<file path="src/rtl/snake_pkg.sv">
// Shared cell codes, direction encoding and FSM states for the snake game logic.
package snake_pkg;

  localparam int CELL_EMPTY = 0;
  localparam int CELL_BODY  = 1;
  localparam int CELL_FOOD  = 2;
  localparam int CELL_WALL  = 3;

  typedef enum logic [1:0] {
    DIR_RIGHT = 2'd0,
    DIR_DOWN  = 2'd1,
    DIR_LEFT  = 2'd2,
    DIR_UP    = 2'd3
  } dir_e;

  typedef enum logic [2:0] {
    ST_CLEAR,
    ST_INIT,
    ST_IDLE,
    ST_READ,
    ST_CHECK,
    ST_WRITE_HEAD,
    ST_ERASE_TAIL,
    ST_DEAD
  } state_e;

  // Opposite directions differ only in bit 1.
  function automatic logic is_opposite(dir_e a, dir_e b);
    return (a ^ b) == 2'd2;
  endfunction

endpackage

</file>
<file path="src/rtl/snake_body_fifo.sv">
// Ring buffer of snake body cells: push at head, pop at tail.
module snake_body_fifo
  import snake_pkg::*;
#(
  parameter int DEPTH = 256,
  parameter int XW    = 7,
  parameter int YW    = 6,
  parameter int CW    = 9
) (
  input  logic          clk,
  input  logic          rst_n,
  input  logic          push,
  input  logic [XW-1:0] push_x,
  input  logic [YW-1:0] push_y,
  input  logic          pop,
  output logic [XW-1:0] tail_x,
  output logic [YW-1:0] tail_y,
  output logic [CW-1:0] count
);

  localparam int AW = $clog2(DEPTH);

  logic [XW+YW-1:0] mem_q [DEPTH];
  logic [AW-1:0]    wr_q, wr_d;
  logic [AW-1:0]    rd_q, rd_d;
  logic [CW-1:0]    cnt_q, cnt_d;

  always_comb begin
    wr_d  = push ? wr_q + 1'b1 : wr_q;
    rd_d  = pop ? rd_q + 1'b1 : rd_q;
    cnt_d = cnt_q + CW'(push) - CW'(pop);
  end

  always_ff @(posedge clk or negedge rst_n) begin
    if (!rst_n) begin
      wr_q  <= '0;
      rd_q  <= '0;
      cnt_q <= '0;
    end else begin
      wr_q  <= wr_d;
      rd_q  <= rd_d;
      cnt_q <= cnt_d;
    end
  end

  always_ff @(posedge clk) begin
    if (push) mem_q[wr_q] <= {push_x, push_y};
  end

  assign {tail_x, tail_y} = mem_q[rd_q];
  assign count            = cnt_q;

endmodule

</file>
<file path="src/rtl/snake_mover.sv">
// Snake game step engine driving the play-area grid RAM port.
// Define SNAKE_WRAP_EN to wrap at grid edges instead of dying.
module snake_mover
  import snake_pkg::*;
#(
  parameter int WIDTH     = 80,
  parameter int HEIGHT    = 60,
  parameter int BIT_DEPTH = 3,
  parameter int MAX_LEN   = 256,
  parameter int START_LEN = 4
) (
  input  logic                         clk,
  input  logic                         rst_n,
  input  logic                         tick,
  input  logic [1:0]                   direction,
  input  logic                         grow,
  output logic [$clog2(WIDTH)-1:0]     grid_x,
  output logic [$clog2(HEIGHT)-1:0]    grid_y,
  output logic                         grid_we,
  output logic [BIT_DEPTH-1:0]         grid_wdata,
  input  logic [BIT_DEPTH-1:0]         grid_rdata,
  output logic                         busy,
  output logic                         game_over,
  output logic [$clog2(MAX_LEN+1)-1:0] length
);

  localparam int XW = $clog2(WIDTH);
  localparam int YW = $clog2(HEIGHT);
  localparam int LW = $clog2(MAX_LEN+1);

  localparam logic [XW-1:0] X_LAST  = XW'(WIDTH-1);
  localparam logic [YW-1:0] Y_LAST  = YW'(HEIGHT-1);
  localparam logic [XW-1:0] X_TAIL0 = XW'(WIDTH/2-START_LEN+1);
  localparam logic [YW-1:0] Y_MID   = YW'(HEIGHT/2);
  localparam logic [LW-1:0] L_START = LW'(START_LEN);
  localparam logic [LW-1:0] L_ILAST = LW'(START_LEN-1);
  localparam logic [LW-1:0] L_MAX   = LW'(MAX_LEN);

  localparam logic [BIT_DEPTH-1:0] C_EMPTY = BIT_DEPTH'(CELL_EMPTY);
  localparam logic [BIT_DEPTH-1:0] C_BODY  = BIT_DEPTH'(CELL_BODY);
  localparam logic [BIT_DEPTH-1:0] C_FOOD  = BIT_DEPTH'(CELL_FOOD);
  localparam logic [BIT_DEPTH-1:0] C_WALL  = BIT_DEPTH'(CELL_WALL);

`ifdef SNAKE_WRAP_EN
  localparam logic WRAP = 1'b1;
`else
  localparam logic WRAP = 1'b0;
`endif

  state_e state_q, state_d;

  logic [XW-1:0]        cx_q, cx_d;
  logic [YW-1:0]        cy_q, cy_d;
  logic [LW-1:0]        init_q, init_d;
  logic [XW-1:0]        head_x_q, head_x_d;
  logic [YW-1:0]        head_y_q, head_y_d;
  logic [XW-1:0]        nh_x_q, nh_x_d;
  logic [YW-1:0]        nh_y_q, nh_y_d;
  dir_e                 dir_q, dir_d;
  logic                 grow_pend_q, grow_pend_d;
  logic                 grow_now_q, grow_now_d;
  logic [XW-1:0]        tail_x_q, tail_x_d;
  logic [YW-1:0]        tail_y_q, tail_y_d;
  logic [LW-1:0]        length_q, length_d;
  logic [XW-1:0]        grid_x_q, grid_x_d;
  logic [YW-1:0]        grid_y_q, grid_y_d;
  logic                 grid_we_q, grid_we_d;
  logic [BIT_DEPTH-1:0] grid_wdata_q, grid_wdata_d;
  logic                 busy_q, busy_d;
  logic                 game_over_q, game_over_d;

  logic          push, pop;
  logic [XW-1:0] push_x, fifo_tail_x, init_x;
  logic [YW-1:0] push_y, fifo_tail_y;
  logic [LW-1:0] fifo_count;

  dir_e          req_dir, new_dir;
  logic [XW-1:0] step_x;
  logic [YW-1:0] step_y;
  logic          off_edge;
  logic          hit;

  snake_body_fifo #(
    .DEPTH (MAX_LEN),
    .XW    (XW),
    .YW    (YW),
    .CW    (LW)
  ) u_body (
    .clk    (clk),
    .rst_n  (rst_n),
    .push   (push),
    .push_x (push_x),
    .push_y (push_y),
    .pop    (pop),
    .tail_x (fifo_tail_x),
    .tail_y (fifo_tail_y),
    .count  (fifo_count)
  );

  assign init_x = X_TAIL0 + XW'(init_q);
  assign hit    = (grid_rdata == C_BODY) || (grid_rdata == C_WALL);

  // Candidate next head for the direction a tick would commit to.
  always_comb begin
    req_dir  = dir_e'(direction);
    new_dir  = is_opposite(req_dir, dir_q) ? dir_q : req_dir;
    step_x   = head_x_q;
    step_y   = head_y_q;
    off_edge = 1'b0;
    unique case (new_dir)
      DIR_RIGHT:
        if (head_x_q == X_LAST) begin
          off_edge = 1'b1;
          step_x   = '0;
        end else step_x = head_x_q + 1'b1;
      DIR_LEFT:
        if (head_x_q == '0) begin
          off_edge = 1'b1;
          step_x   = X_LAST;
        end else step_x = head_x_q - 1'b1;
      DIR_DOWN:
        if (head_y_q == Y_LAST) begin
          off_edge = 1'b1;
          step_y   = '0;
        end else step_y = head_y_q + 1'b1;
      DIR_UP:
        if (head_y_q == '0) begin
          off_edge = 1'b1;
          step_y   = Y_LAST;
        end else step_y = head_y_q - 1'b1;
    endcase
  end

  always_ff @(posedge clk or negedge rst_n) begin
    if (!rst_n) state_q <= ST_CLEAR;
    else        state_q <= state_d;
  end

  always_comb begin
    state_d = state_q;
    unique case (state_q)
      ST_CLEAR:
        if (cx_q == X_LAST && cy_q == Y_LAST) state_d = ST_INIT;
      ST_INIT:
        if (init_q == L_ILAST) state_d = ST_IDLE;
      ST_IDLE:
        if (tick) state_d = (off_edge && !WRAP) ? ST_DEAD : ST_READ;
      ST_READ:       state_d = ST_CHECK;
      ST_CHECK:      state_d = hit ? ST_DEAD : ST_WRITE_HEAD;
      ST_WRITE_HEAD: state_d = grow_now_q ? ST_IDLE : ST_ERASE_TAIL;
      ST_ERASE_TAIL: state_d = ST_IDLE;
      ST_DEAD:       state_d = ST_DEAD;
    endcase
  end

  always_comb begin
    cx_d         = cx_q;
    cy_d         = cy_q;
    init_d       = init_q;
    head_x_d     = head_x_q;
    head_y_d     = head_y_q;
    nh_x_d       = nh_x_q;
    nh_y_d       = nh_y_q;
    dir_d        = dir_q;
    grow_pend_d  = grow_pend_q | grow;
    grow_now_d   = grow_now_q;
    tail_x_d     = tail_x_q;
    tail_y_d     = tail_y_q;
    length_d     = length_q;
    grid_x_d     = grid_x_q;
    grid_y_d     = grid_y_q;
    grid_we_d    = 1'b0;
    grid_wdata_d = grid_wdata_q;
    push         = 1'b0;
    pop          = 1'b0;
    push_x       = nh_x_q;
    push_y       = nh_y_q;
    unique case (state_q)
      ST_CLEAR: begin
        grid_x_d     = cx_q;
        grid_y_d     = cy_q;
        grid_we_d    = 1'b1;
        grid_wdata_d = C_EMPTY;
        if (cx_q == X_LAST) begin
          cx_d = '0;
          cy_d = cy_q + 1'b1;
        end else cx_d = cx_q + 1'b1;
      end
      ST_INIT: begin
        grid_x_d     = init_x;
        grid_y_d     = Y_MID;
        grid_we_d    = 1'b1;
        grid_wdata_d = C_BODY;
        push         = 1'b1;
        push_x       = init_x;
        push_y       = Y_MID;
        head_x_d     = init_x;
        head_y_d     = Y_MID;
        init_d       = init_q + 1'b1;
        dir_d        = DIR_RIGHT;
        if (init_q == L_ILAST) length_d = L_START;
      end
      ST_IDLE:
        if (tick) begin
          dir_d    = new_dir;
          nh_x_d   = step_x;
          nh_y_d   = step_y;
          grid_x_d = step_x;
          grid_y_d = step_y;
        end
      ST_CHECK:
        if (!hit) begin
          // Decide growth now so a full buffer can pop and push together.
          grow_now_d   = (grow_pend_q || grid_rdata == C_FOOD)
                         && fifo_count != L_MAX;
          grow_pend_d  = grow;
          push         = 1'b1;
          head_x_d     = nh_x_q;
          head_y_d     = nh_y_q;
          grid_x_d     = nh_x_q;
          grid_y_d     = nh_y_q;
          grid_we_d    = 1'b1;
          grid_wdata_d = C_BODY;
          if (!grow_now_d) begin
            pop      = 1'b1;
            tail_x_d = fifo_tail_x;
            tail_y_d = fifo_tail_y;
          end
        end
      ST_WRITE_HEAD:
        if (grow_now_q) length_d = length_q + 1'b1;
        else begin
          grid_x_d     = tail_x_q;
          grid_y_d     = tail_y_q;
          grid_we_d    = 1'b1;
          grid_wdata_d = C_EMPTY;
        end
      ST_READ, ST_ERASE_TAIL, ST_DEAD: ;
    endcase
    busy_d      = !(state_d == ST_IDLE || state_d == ST_DEAD);
    game_over_d = state_d == ST_DEAD;
  end

  always_ff @(posedge clk or negedge rst_n) begin
    if (!rst_n) begin
      cx_q         <= '0;
      cy_q         <= '0;
      init_q       <= '0;
      head_x_q     <= '0;
      head_y_q     <= '0;
      nh_x_q       <= '0;
      nh_y_q       <= '0;
      dir_q        <= DIR_RIGHT;
      grow_pend_q  <= 1'b0;
      grow_now_q   <= 1'b0;
      tail_x_q     <= '0;
      tail_y_q     <= '0;
      length_q     <= '0;
      grid_x_q     <= '0;
      grid_y_q     <= '0;
      grid_we_q    <= 1'b0;
      grid_wdata_q <= '0;
      busy_q       <= 1'b1;
      game_over_q  <= 1'b0;
    end else begin
      cx_q         <= cx_d;
      cy_q         <= cy_d;
      init_q       <= init_d;
      head_x_q     <= head_x_d;
      head_y_q     <= head_y_d;
      nh_x_q       <= nh_x_d;
      nh_y_q       <= nh_y_d;
      dir_q        <= dir_d;
      grow_pend_q  <= grow_pend_d;
      grow_now_q   <= grow_now_d;
      tail_x_q     <= tail_x_d;
      tail_y_q     <= tail_y_d;
      length_q     <= length_d;
      grid_x_q     <= grid_x_d;
      grid_y_q     <= grid_y_d;
      grid_we_q    <= grid_we_d;
      grid_wdata_q <= grid_wdata_d;
      busy_q       <= busy_d;
      game_over_q  <= game_over_d;
    end
  end

  assign grid_x     = grid_x_q;
  assign grid_y     = grid_y_q;
  assign grid_we    = grid_we_q;
  assign grid_wdata = grid_wdata_q;
  assign busy       = busy_q;
  assign game_over  = game_over_q;
  assign length     = length_q;

endmodule

</file>
<file path="config.mk">
export PLATFORM = sky130hd
export DESIGN_NAME = snake_mover
export DESIGN_NICKNAME = d
export VERILOG_FILES = /design/src/rtl/snake_pkg.sv /design/src/rtl/snake_body_fifo.sv /design/src/rtl/snake_mover.sv
export SDC_FILE = /design/constraint.sdc
export NUM_CORES = 2
export LEC_CHECK = 0
export CAP_MARGIN = 25
export CORE_MARGIN = 2
export CORE_UTILIZATION = 57
export CTS_CLUSTER_DIAMETER = 50
export DETAILED_ROUTE_END_ITERATION = 10
export PLACE_DENSITY_LB_ADDON = 0.25
export SLEW_MARGIN = 20
export SYNTH_ARGS = -nofsm -noshare
export SYNTH_HDL_FRONTEND = slang
export SYNTH_HIERARCHICAL = 1
export SYNTH_SLANG_ARGS = --single-unit
</file>
<file path="constraint.sdc">
create_clock -name clk -period 12.4 [get_ports clk]
set_input_delay 1.86 -clock clk [delete_from_list [all_inputs] [get_ports clk]]
set_output_delay 1.86 -clock clk [all_outputs]
set_load 0.02 [all_outputs]
</file>
After elaboration in Yosys (flattened, before gate mapping)
Memories as Yosys holds them, arrays and structs flattened. A register that Yosys moved wholly into a read port is not among the register bits.
Index checks and enable logic that the tools add are counted.
Word-level totals
  bits in registers: 108
  memory bits (writable): 3328
  input bits: 9
  output and inout port bits: 28
  logic and storage cells: 143
  memories kept: 1
Memory list
  u_body.mem_q: words 256, bits a word 13, read ports 1, clocked after Yosys merged registers in 1, wr ports 1, line snake_body_fifo.sv:23  | logic [XW+YW-1:0] mem_q [DEPTH];
Cells by class
  add/sub/neg operators: 13
  equal/unequal tests: 27
  muxes and demuxes: 51
  bitwise logic cells: 4
  reduce and logical (&&, ||, !) cells: 26
Operators with widths (number)
  $mux W7: 7
  $mux W6: 6
  $pmux W7 S5: 1
  $pmux W6 S5: 1
  $pmux W7 S2: 2
  $pmux W3 S8: 1
  $pmux W6 S2: 2
  $mux W3: 7
  $add A9 B1 Y9 const B: 2
  $mux W9: 2
  $pmux W9 S2: 1
  $add A8 B1 Y8 const B: 2
  $eq A3 B2 Y1 const B: 5
  $eq A3 B3 Y1 const B: 5
  $add A7 B1 Y7 const B: 2
  $eq A7 B7 Y1 const B: 2
  $mux W1: 13
  $add A6 B1 Y6 const B: 2
  $eq A6 B6 Y1 const B: 2
  $pmux W3 S4: 1
  $ne A2 B2 Y1 const B: 5
  $reduce_and A2 Y1: 5
  $add A9 B1 Y9: 1
  $eq A9 B2 Y1 const B: 1
  other kinds (29): 43

Depth between registers and ports, before layout
  depth after elaboration: 11
  mapped depth: 16
  gate-level depth less buffers: 14

By module
Netlist, hierarchy kept.
Modules (own cells, without submodules)
  snake_body_fifo: times used 1, cells each 5995, area each 129743.2 um^2, seq. area each 100561.4 um^2
  snake_mover: times used 1, cells each 605, area each 5545.3 um^2, seq. area each 2353.5 um^2

Worst setup path after synthesis
Ideal clock, no wire load.
  path kind: register -> register
  start: reg init_q[0]
  end: mem u_body/mem_q[0][12] in the netlist's numbering, data pin
  library setup time: 2.235 ns
  data arrival time: 11.482 ns
  data required time: 10.165 ns
  path slack: -1.317 ns
  cell stages (with the launch flop): 5
  path buffers: 0
  period minus slack after synthesis: 13.717 ns
  cell sequence: dfrtp_1 -> ha_1 -> o211a_1 -> o21a_1 -> o31ai_1
Between the ends
  cells in the longest elaborated chain, start to end: 2
Ends and longest elaborated chain
  start, declared: line snake_mover.sv:54  | logic [LW-1:0] init_q, init_d;
  start signal, assigned: line snake_mover.sv:268  | init_q <= init_d;
  $add A6 B7 Y7: line snake_mover.sv:100  | assign init_x = X_TAIL0 + XW'(init_q);
  $mux W7: line snake_mover.sv:178  | unique case (state_q)
  net push_x[6]: line snake_mover.sv:73  | logic [XW-1:0] push_x, fifo_tail_x, init_x;
  end, declared: line snake_body_fifo.sv:23
The timed path passes the listed nets, and every way through them passes these cells.

==> impl_metrics.py <==
metrics = {
    "clock_network": {
        "cts_resized": 0,
        "hold_buffers": 0,
        "clk_pin_slew_ps": 60,
        "clk_path_buf_depth": 4,
        "ctsRootBufferMaster": "clkbuf_16",
        "worstSkewPairLatency_ps": 970,
        "clock-sinks": 3447,
        "post-cts-setup-buffers": 0,
        "cts_tree": "built",
        "cts_buffers": 366,
        "cts-htree-levels": 5,
    },
    "power": {
        "p_leak_uw": 0.04797,
        "p_total_uw": 34710,
        "p_per_area_nw_per_um2": 228.6,
        "irDropWorstVdd_mv": 0.3242,
    },
    "min_path": {
        "hold_class": "flip-flop to flip-flop",
        "hold_path_depth": 2,
    },
    "die": {
        "die_y_um": 491.2,
        "core_area_um2": 235600,
        "die_w_um": 491.2,
        "initial_utilization_pct": 57.42,
        "ios": 37,
        "die_area_um2": 241300,
        "rows": 178,
    },
    "timing": {
        "maxSlewViolCount": 0,
        "setup_tns_ps": 0,
        "worst_clock_skew_ps": 58.31,
        "final.period_utilization_pct": 45.77,
        "fmax_ghz": 0.1762,
        "worstMarginPinSlew_ps": 1245,
        "period_needed_ps": 5676,
        "hold_viol": 0,
        "slew-limit-headroom_pct": 16.20,
        "rsz0062_at_grt": "false",
        "setup_viol": 0,
        "setup_slack_ps": 6724,
    },
    "setup_path": {
        "crit_path_end_kind": "flip-flop",
        "worstRegToRegCells": 9,
        "start_kind": "flip-flop",
        "crit_arrival_ps": 6520,
        "crit_fanout": 41,
        "crit_type": "flip-flop to flip-flop",
        "critPathRequiredTime_ps": 13250,
    },
    "placement": {
        "place_ws_ps": 6383,
        "gp_congestion": 0.9243,
        "io_buffers": 34,
        "post-dp-hpwl_um": 217800,
    },
    "grt": {
        "grt_use_total_pct": 30.37,
        "grt_antenna_before_repair": 15,
        "grt_max_degree": 192,
        "overflow": 0,
        "grt_pass1_vias": 69070,
        "grt_pass1_wl_um": 518700,
    },
    "routing": {
        "firstDrtPassIters": 8,
        "wire_per_inst_um": 35.46,
        "wl_um": 367200,
        "num_vias": 71200,
        "viasPerCell": 6.876,
        "antenna_left": 0,
        "drc": 0,
        "drtIter0Drc": 11184,
    },
    "yosys": {
        "yosysSeqAreaShare_pct": 76.07,
        "synthesis.area_um2": 135300,
        "synth_top_cells_by_area": "edfxtp_1, mux4_2, mux2i_1",
        "synth_edf_count": 3328,
        "synth_ff_type": "edfxtp_1",
        "synthTopCellsByCount": "edfxtp_1, mux4_2, nor2_1",
        "synthArstFlopShare_pct": 3.452,
        "synth_warnings": 6,
        "synth_area_per_cell_um2": 20.50,
        "synth_top_area_share_pct": 73.87,
        "netlist_instances": 6600,
        "yosys.area.top_type": "edfxtp_1",
        "synth-seq-cells": 3447,
        "yosysUniqueCellTypes": 92,
        "synth.most_common_cell": "edfxtp_1",
    },
    "run": {
        "cap_violations": 0,
    },
    "cells_and_area": {
        "utilization_pct": 64.44,
        "drive_above_1_share_pct": 24.18,
        "num-nets-final": 6957,
        "syn_to_final_growth_pct": 12.24,
    },
    "outcome": {
        "outcome": "complete, no violations",
    },
}
cell families (layout without fill, tap and decap cells):
logic type / Yosys count / count (layout) / synth area share, %
other cells: 1 / 7 / 0.002772
compound gates: 784 / 784 / 4.121
fa+ha+maj: 25 / 25 / 0.2368
flops: 3447 / 3447 / 76.07
xor+xnor: 55 / 55 / 0.3616
buf+inv: 442 / 1041 / 1.951
mux: 1084 / 1084 / 14.72
simple gates: 762 / 762 / 2.539
layer usage:
metal  part of all wire [%]  up-vias  global-route usage, %
met1                     37    37247                  43.49
met3                     13      824                  8.126
met2                     45     5007                  44.25
met5                 0.0079        -                      0
li1                       -    28118                      -
met4                    5.2        4                  13.89
layout by cell type, fill, tap and decap left out, drive strengths merged, types with 83 or more instances in the layout:
master,instances
o21ai,111
clkbuf,455
mux4,713
clkinv,136
a221oi,83
a22oi,151
mux2i,318
a21oi,147
buf,321
nand2,176
edfxtp,3328
nor2,339
dfrtp,118
critical path, stage by stage (launching register included):
cell      delay (ps)
dfrtp_4          930
buf_4            730
buf_4            620
mux4_2           580
a22o_1           310
a221oi_2         310
o22ai_1          310
a311oi_1        1020
o32ai_1          250
mux2_2           330
path summary, 6_finish.rpt:
check / from / to / slack [ps]
hold reg to reg: grid_y[1]$_DFFE_PN0P_ / grid_y[1]$_DFFE_PN0P_ / 490
hold / removal: grid_y[1]$_DFFE_PN0P_ / grid_y[1]$_DFFE_PN0P_ / 490
setup reg to reg: u_body/rd_q[0]$_DFFE_PN0P_ / tail_y_q[1]$_DFFE_PN0P_ / 6720
max in group asynchronous: rst_n / u_body/rd_q[3]$_DFFE_PN0P_ / 10490
min in group asynchronous: rst_n / dir_q[0]$_DFFE_PN0P_ / 830
setup / recovery: u_body/rd_q[0]$_DFFE_PN0P_ / tail_y_q[1]$_DFFE_PN0P_ / 6720
power by group:
group,switching (uW),internal (uW)
Combinational,6030,3020
Sequential,296,15000
Clock,4410,5970
Total,10700,24000
area by class of cell:
cell class,instances,area (um^2)
multi-input cells,2712,30280
well taps,3150,3941
fillers,15459,83790
diodes,5,12.51
clock buffers,454,9702
inverters,41,158.9
clock inverters,191,1598
flip-flops and latches,3447,102900
repair buffers,355,3221
through the flow:
stage          instances  instance area, um^2  hold WS (ps)
3_3_place_gp        9628               139400         461.7
3_5_place_dp        9691               140300         478.1
4_1_cts            10336               151600         488.2
5_1_grt            10351               151800         514.9
6_report           10355               151800         487.8
2_1_floorplan       6601               135300         438.1
sequential cells by signal, summed over array words and instances (netlist names), 2 cells and up:
name          flops
tail_y_q          6
nh_y_q            6
state_q           3
cx_q              7
u_body/count      9
cy_q              6
dir_q             2
u_body/rd_q       8
init_q            9
tail_x_q          7
length            9
grid_x            7
grid_y            6
head_x_q          7
head_y_q          6
u_body/mem_q   3328
nh_x_q            7
u_body/wr_q       8
No activity file was read; power rests on OpenSTA's default activity.
